===== src/rtl/button_group_arbiter.sv =====
// Arbitrates press pulses from N on-screen buttons into one registered click event
// per physical mouse click, with release-wait and a post-release lockout.
module button_group_arbiter #(
  parameter int N_BUTTONS      = 4,
  parameter int IDX_W          = 2,
  parameter int LOCKOUT_CYCLES = 1300000
) (
  input  logic                 clk,
  input  logic                 rst,
  input  logic                 flush,
  input  logic [N_BUTTONS-1:0] screen_mask,
  input  logic                 mouse_left,
  input  logic [N_BUTTONS-1:0] btn_pressed,
  output logic [N_BUTTONS-1:0] btn_enable,
  output logic                 evt_valid,
  output logic [IDX_W-1:0]     evt_idx,
  input  logic                 evt_ack,
  output logic                 busy,
  output logic [1:0]           dbg_state
);

  localparam int CNT_W = (LOCKOUT_CYCLES < 1) ? 1 : $clog2(LOCKOUT_CYCLES + 1);
  localparam logic [CNT_W-1:0] CNT_LOAD = CNT_W'(LOCKOUT_CYCLES);
  localparam logic [CNT_W-1:0] CNT_ONE  = CNT_W'(1);

  localparam logic [1:0] IDLE     = 2'd0;
  localparam logic [1:0] HOLD     = 2'd1;
  localparam logic [1:0] WAIT_REL = 2'd2;
  localparam logic [1:0] LOCKOUT  = 2'd3;

  logic [1:0]           state_q, state_d;
  logic [N_BUTTONS-1:0] en_q, en_d;
  logic                 valid_q, valid_d;
  logic [IDX_W-1:0]     idx_q, idx_d;
  logic [CNT_W-1:0]     cnt_q, cnt_d;
  logic                 busy_q, busy_d;

  logic [N_BUTTONS-1:0] hit;
  logic [IDX_W-1:0]     lo_idx;

  assign hit = btn_pressed & screen_mask;

  // Scan from the top down so the lowest set bit is the last one written.
  always_comb begin
    lo_idx = '0;
    for (int i = N_BUTTONS - 1; i >= 0; i--) begin
      if (hit[i]) lo_idx = IDX_W'(i);
    end
  end

  always_comb begin
    state_d = state_q;
    en_d    = en_q;
    valid_d = valid_q;
    idx_d   = idx_q;
    cnt_d   = cnt_q;
    case (state_q)
      IDLE: begin
        en_d = screen_mask;
        if (hit != '0) begin
          idx_d   = lo_idx;
          valid_d = 1'b1;
          en_d    = '0;
          state_d = HOLD;
        end
      end
      HOLD: begin
        en_d = '0;
        if (evt_ack) begin
          valid_d = 1'b0;
          state_d = WAIT_REL;
        end
      end
      WAIT_REL: begin
        en_d = '0;
        if (!mouse_left) begin
          if (LOCKOUT_CYCLES == 0) begin
            state_d = IDLE;
          end else begin
            cnt_d   = CNT_LOAD;
            state_d = LOCKOUT;
          end
        end
      end
      LOCKOUT: begin
        en_d = '0;
        // A fresh press restarts the wait; the counter reloads on the next release.
        if (mouse_left) begin
          state_d = WAIT_REL;
        end else if (cnt_q == CNT_ONE) begin
          cnt_d   = '0;
          state_d = IDLE;
        end else begin
          cnt_d = cnt_q - CNT_ONE;
        end
      end
      default: begin
        en_d    = '0;
        state_d = IDLE;
      end
    endcase
    if (flush) begin
      state_d = IDLE;
      valid_d = 1'b0;
      cnt_d   = '0;
      en_d    = '0;
    end
    busy_d = (state_d != IDLE);
  end

  always_ff @(posedge clk or posedge rst) begin
    if (rst) begin
      state_q <= IDLE;
      en_q    <= '0;
      valid_q <= 1'b0;
      idx_q   <= '0;
      cnt_q   <= '0;
      busy_q  <= 1'b0;
    end else begin
      state_q <= state_d;
      en_q    <= en_d;
      valid_q <= valid_d;
      idx_q   <= idx_d;
      cnt_q   <= cnt_d;
      busy_q  <= busy_d;
    end
  end

  assign btn_enable = en_q;
  assign evt_valid  = valid_q;
  assign evt_idx    = idx_q;
  assign busy       = busy_q;
  assign dbg_state  = state_q;

endmodule


===== config.mk =====
export PLATFORM = sky130hd
export DESIGN_NAME = button_group_arbiter
export DESIGN_NICKNAME = d
export VERILOG_FILES = /design/src/rtl/button_group_arbiter.sv
export SDC_FILE = /design/constraint.sdc
export NUM_CORES = 1
export LEC_CHECK = 0
export BUFFER_PORTS_ARGS = -buffer_cell sky130_fd_sc_hd__buf_4
export CORE_MARGIN = 2
export CORE_UTILIZATION = 55
export CTS_CLUSTER_SIZE = 40
export DETAILED_ROUTE_END_ITERATION = 16
export GPL_TIMING_DRIVEN = 0
export PLACE_DENSITY = 0.78
export SLEW_MARGIN = 20
export SYNTH_ARGS = -nofsm -noshare
export SYNTH_HDL_FRONTEND = slang
export SYNTH_SLANG_ARGS = --single-unit

===== constraint.sdc =====
create_clock -name clk -period 3.3 [get_ports clk]
set_clock_uncertainty 0.05 [all_clocks]
set_input_delay 0.495 -clock clk [delete_from_list [all_inputs] [get_ports clk]]
set_output_delay 0.495 -clock clk [all_outputs]
set_load 0.05 [all_outputs]

---- Word level (Yosys, flattened, before mapping) ----
Index checks and enable logic that the tools add are counted.
word-level totals
  ROM bits ................................ 0
  bits in writable memories ............... 0
  flip-flop bits (word level) ............. 31
  output and inout port bits .............. 10
  latch bits .............................. 0
  memories ................................ 0
cells by class
  reduce and logical (&&, ||, !) cells .... 9
  muxes and demuxes ....................... 23
  shift operators ......................... 0
  equality and inequality tests ........... 8
  bitwise gates (word level) .............. 1
  $lt $le $gt $ge ......................... 0
  $add $sub $neg .......................... 1
  divide/modulo/power cells ............... 0
  $mul .................................... 0
operator list
  cell                     number
  $mux W21                 4
  $pmux W21 S2             1
  $eq A21 B1 Y1 const B    1
  $sub A21 B1 Y21 const B  1
  $mux W2                  10
  $ne A3 B3 Y1 const B     4
  $mux W4                  2
  $pmux W2 S4              1
  $pmux W4 S2              1
  $reduce_and A3 Y1        2
  $reduce_bool A3 Y1       2
  $and A4 B4 Y4            1
  $eq A2 B2 Y1 const B     2
  $reduce_bool A4 Y1       1
  $mux W1                  3
  $reduce_or A3 Y1         1
  $eq A2 B1 Y1 const B     1
  $logic_not A2 Y1         1
  $pmux W1 S2              1
  $reduce_and A2 Y1        1
  $reduce_bool A2 Y1       1

---- Depth between registers and ports, before layout ----
  depth after elaboration ................. 6
  mapped depth ............................ 8

---- Worst setup path before layout ----
OpenSTA, ideal clock, no wires.
  path type ............................... register to register
  start point ............................. register cnt_q[15]
  end point ............................... register cnt_q[20]
  slack ................................... 1.013 ns
  data arrival time ....................... 2.155 ns
  cell stages (with the launch flop) ...... 6
  cells stage by stage .................... dfrtp_1 or4_4 or4b_4 or3_1 o31a_1 o21ai_0
on the way
  longest elaborated chain between the ends .. 5
ends and longest elaborated chain
  what                                              RTL line  RTL
  from (decl)                                       35        logic [CNT_W-1:0] cnt_q, cnt_d;
  from (signal assigned)                            124       cnt_q <= cnt_d;
  $sub A21 B1 Y21 or $eq A21 B1 Y1 (tied branches)  94, 90
  $mux W21 *                                        90        end else if (cnt_q == CNT_ONE) begin
  $mux W21 *                                        88        if (mouse_left) begin
  $pmux W21 S2 *                                    57        case (state_q)
  $mux W21 *                                        102       if (flush) begin
Every way passes the cells marked *; elsewhere a longest branch is shown, timed or not. The select of a mux whose other input is x is not followed.
A chain may end at the register's enable or synchronous reset.

---- Final worst setup path ----
  start point ............................. register cnt_q[15]
  end point ............................... register cnt_q[1]
on the way
  longest elaborated chain between the ends .. 5
ends and longest elaborated chain
  what           RTL line
  $eq A21 B1 Y1  90
  $mux W21       90
  $mux W21       88
  $pmux W21 S2   57
  $mux W21       102
Every way passes these cells. The select of a mux whose other input is x is not followed.

==> results.yml <==
outcome:
  status: "finished, final reports clean"
synth:
  postSynthAreaPerCell_um2: 8.691
  syn_nets: 219
  synth_edf_count: 0
  syn_area_mm2: 0.001773
  synth_common_cells: "dfrtp_1 (31), a21oi_1 (19), nor2_1 (18), o21ai_0 (18)"
  yosysMostFrequentCell: "dfrtp_1"
  synth_ff_type: "dfrtp_1"
  yosys-top-cells-area: "dfrtp_1 (44%), a21oi_1 (5.4%), o21ai_0 (5.1%), nor2_1 (3.8%), nor3_1 (3.7%)"
  postSynthCellCount: 204
  seq_area_frac_synth: 0.4375
  synth_cell_types: 41
  ys_warn_count: 0
  synth_seq_cells: 31
  synth_top_area_frac: 0.4375
  synth-async-reset-ratio: 1.000
  yosys.area.top_type: "dfrtp_1"
pwr:
  p_clk_frac: 0.268
  power_frac_comb: 0.292
  p_switching_uw: 346.9
  powerDensity_mw_per_mm2: 474.9
  leakagePower_uw: 0.0009350
  sw_frac_of_total: 0.3543
  p_seq_frac: 0.440
  internal_power_uw: 632.3
  irDropWorstVdd_uv: 319.3
route:
  routedWlPerCell_um: 17.36
  drt_iter0_drc: 161
  drc: 0
  ant_nets: 0
  drtPass1Iterations: 5
  totalWireLength_um: 4826
  viasPerCell: 6.493
  vias: 1805
sta:
  final-hold-violation-count: 0
  rsz0062_at_grt: "no"
  finalSetupViolations: 0
  relSlewSlack: 0.3761
  fin_crit_ns: 2.818
  timing.fmax_mhz: 354.8
  worst_pin_slew_ns: 0.9302
  finalCritPeriodShare: 0.8541
  tns_ns: 0
  slew_viol_final: 0
clock_tree:
  clk_latency_ns: 0.35
  cts_resized: 0
  clkSinkCount: 31
  clk_pin_slew_ns: 0.11
  cts_made_buffers: 5
  root_buffer: "clkbuf_4"
  tritoncts: "built"
  cts_setup_buffers: 0
  h-tree-depth: 2
  hold_buffers: 0
  clock_path_buffers: 2
worst_hold_path:
  hold_class: "in2async"
grt:
  grtUsageTotal: 0.2926
  grt-ovfl-total: 0
  grt_pass1_wl_um: 7935
  grt_antenna_before_repair: 0
  grt_max_degree: 32
  grt_pass1_vias: 1696
final_layout:
  final_util: 0.6754
  area_growth_pct: 16.30
  n_antenna_cell: 0
  final_nets: 248
  stdcell_count: 278
  drive_gt1_frac: 0.1453
placed_design:
  dp.cells: 270
  gp_congestion: 0.9012
  io_buffers: 22
  dp_hpwl_um: 3389
worst_setup_path:
  arrival_ns: 2.99
  critPathLaunch: "cnt_q[15]$_DFFE_PP0P_"
  worstSetupEndpointType: "register"
  r2r_cells: 6
  r2r-start: "cnt_q[15]$_DFFE_PP0P_"
  crit_path_start_kind: "register"
  worstSetupPathType: "reg2reg"
  r2r-end: "cnt_q[1]$_DFFE_PP0P_"
  critPathMaxFanout: 10
  crit_required_ns: 3.47
  rrSetupSlack_ns: 0.48
floorplan:
  rows: 20
  fp.dieW_um: 60.78
  die_h_um: 60.78
  core_mm2: 0.003053
  boundaryPins: 23
  dieArea_mm2: 0.003694
  start_util: 0.5807
job:
  drv_cap: 0
-- sequential cells by signal, summed over array words and instances, names as in the netlist --
name and cells:
cnt_q 21, busy 1, btn_enable 4, evt_idx 2
evt_valid 1, dbg_state 2
-- area by class of cell --
type	count	area, um^2
clock buffer	8	68.82
fill	260	991.0
tap	44	55.05
timing repair buffer	22	165.2
sequential	31	775.7
buffer	8	30.03
multi-input combinational	158	940.9
inverter	7	26.28
-- placed cells by master (no fill, tap or decap), drive strengths merged, types with 3 or more instances in the layout --
cell    instances
nor2b           4
nand2          13
nor4b           3
a21boi          3
nand3           6
nor4            7
nand4           4
nand2b          3
or3             3
a31oi           4
nor3           13
nor2           18
a22o            5
a211o           4
a21oi          19
buf            22
clkbuf         16
dfrtp          31
o21ai          20
a211oi          4
inv             7
and2            4
-- how the worst max path moves through the flow --
stage | end | slack (ns)
2_1_floorplan | cnt_q[20]$_DFFE_PP0P_ | 1.01
5_1_grt | cnt_q[1]$_DFFE_PP0P_ | 0.41
4_1_cts | cnt_q[1]$_DFFE_PP0P_ | 0.58
3_3_place_gp | cnt_q[1]$_DFFE_PP0P_ | 0.66
3_5_place_dp | cnt_q[1]$_DFFE_PP0P_ | 0.68
6_report | cnt_q[1]$_DFFE_PP0P_ | 0.48
-- logic make-up after synthesis --
logic type	Yosys count	share of synthesized area
adder cells (fa/ha/maj)	2	0.01411
flip-flops	31	0.4375
buffers and inverters	15	0.03176
AND/OR/NAND/NOR	83	0.2498
AO/OA/AOI/OAI	71	0.2569
XOR/XNOR	2	0.009882
-- layer usage --
metal / up-vias / global-route usage / part of all wire
li1: 829 / - / -
met2: 123 / 0.4654 / 0.48
met4: 0 / 0.1429 / 0.025
met5: - / 0 / 0
met1: 833 / 0.3763 / 0.40
met3: 20 / 0.06610 / 0.096
-- power by group through the flow --
stage | Sequential (uW) | Combinational (uW) | Clock [uW]
finish | 431 | 285 | 262
global route | 434 | 305 | 283
CTS | 430 | 281 | 261
detailed placement | 437 | 279 | 0
global placement | 435 | 270 | 0
floorplan | 477 | 157 | 0
-- critical path: stages (launching register included) --
cell	delay (ns)
dfrtp_1	0.47
or4_4	0.59
nor4b_1	0.50
clkbuf_1	0.42
a21oi_1	0.35
a22oi_1	0.24
nor2_1	0.06
-- through the flow --
stage	area, um^2	setup WS [ns]	hold WS, ns	power [uW]
finish	2062	0.4815	0.1895	979.1
global route	2062	0.4140	0.2373	1022
CTS	2062	0.5823	0.2171	971.9
detailed placement	1993	0.6779	0.4207	716.1
global placement	1993	0.6597	0.4158	704.8
floorplan	1773	1.013	0.4573	633.1
Power figures use the tool's default switching activity.
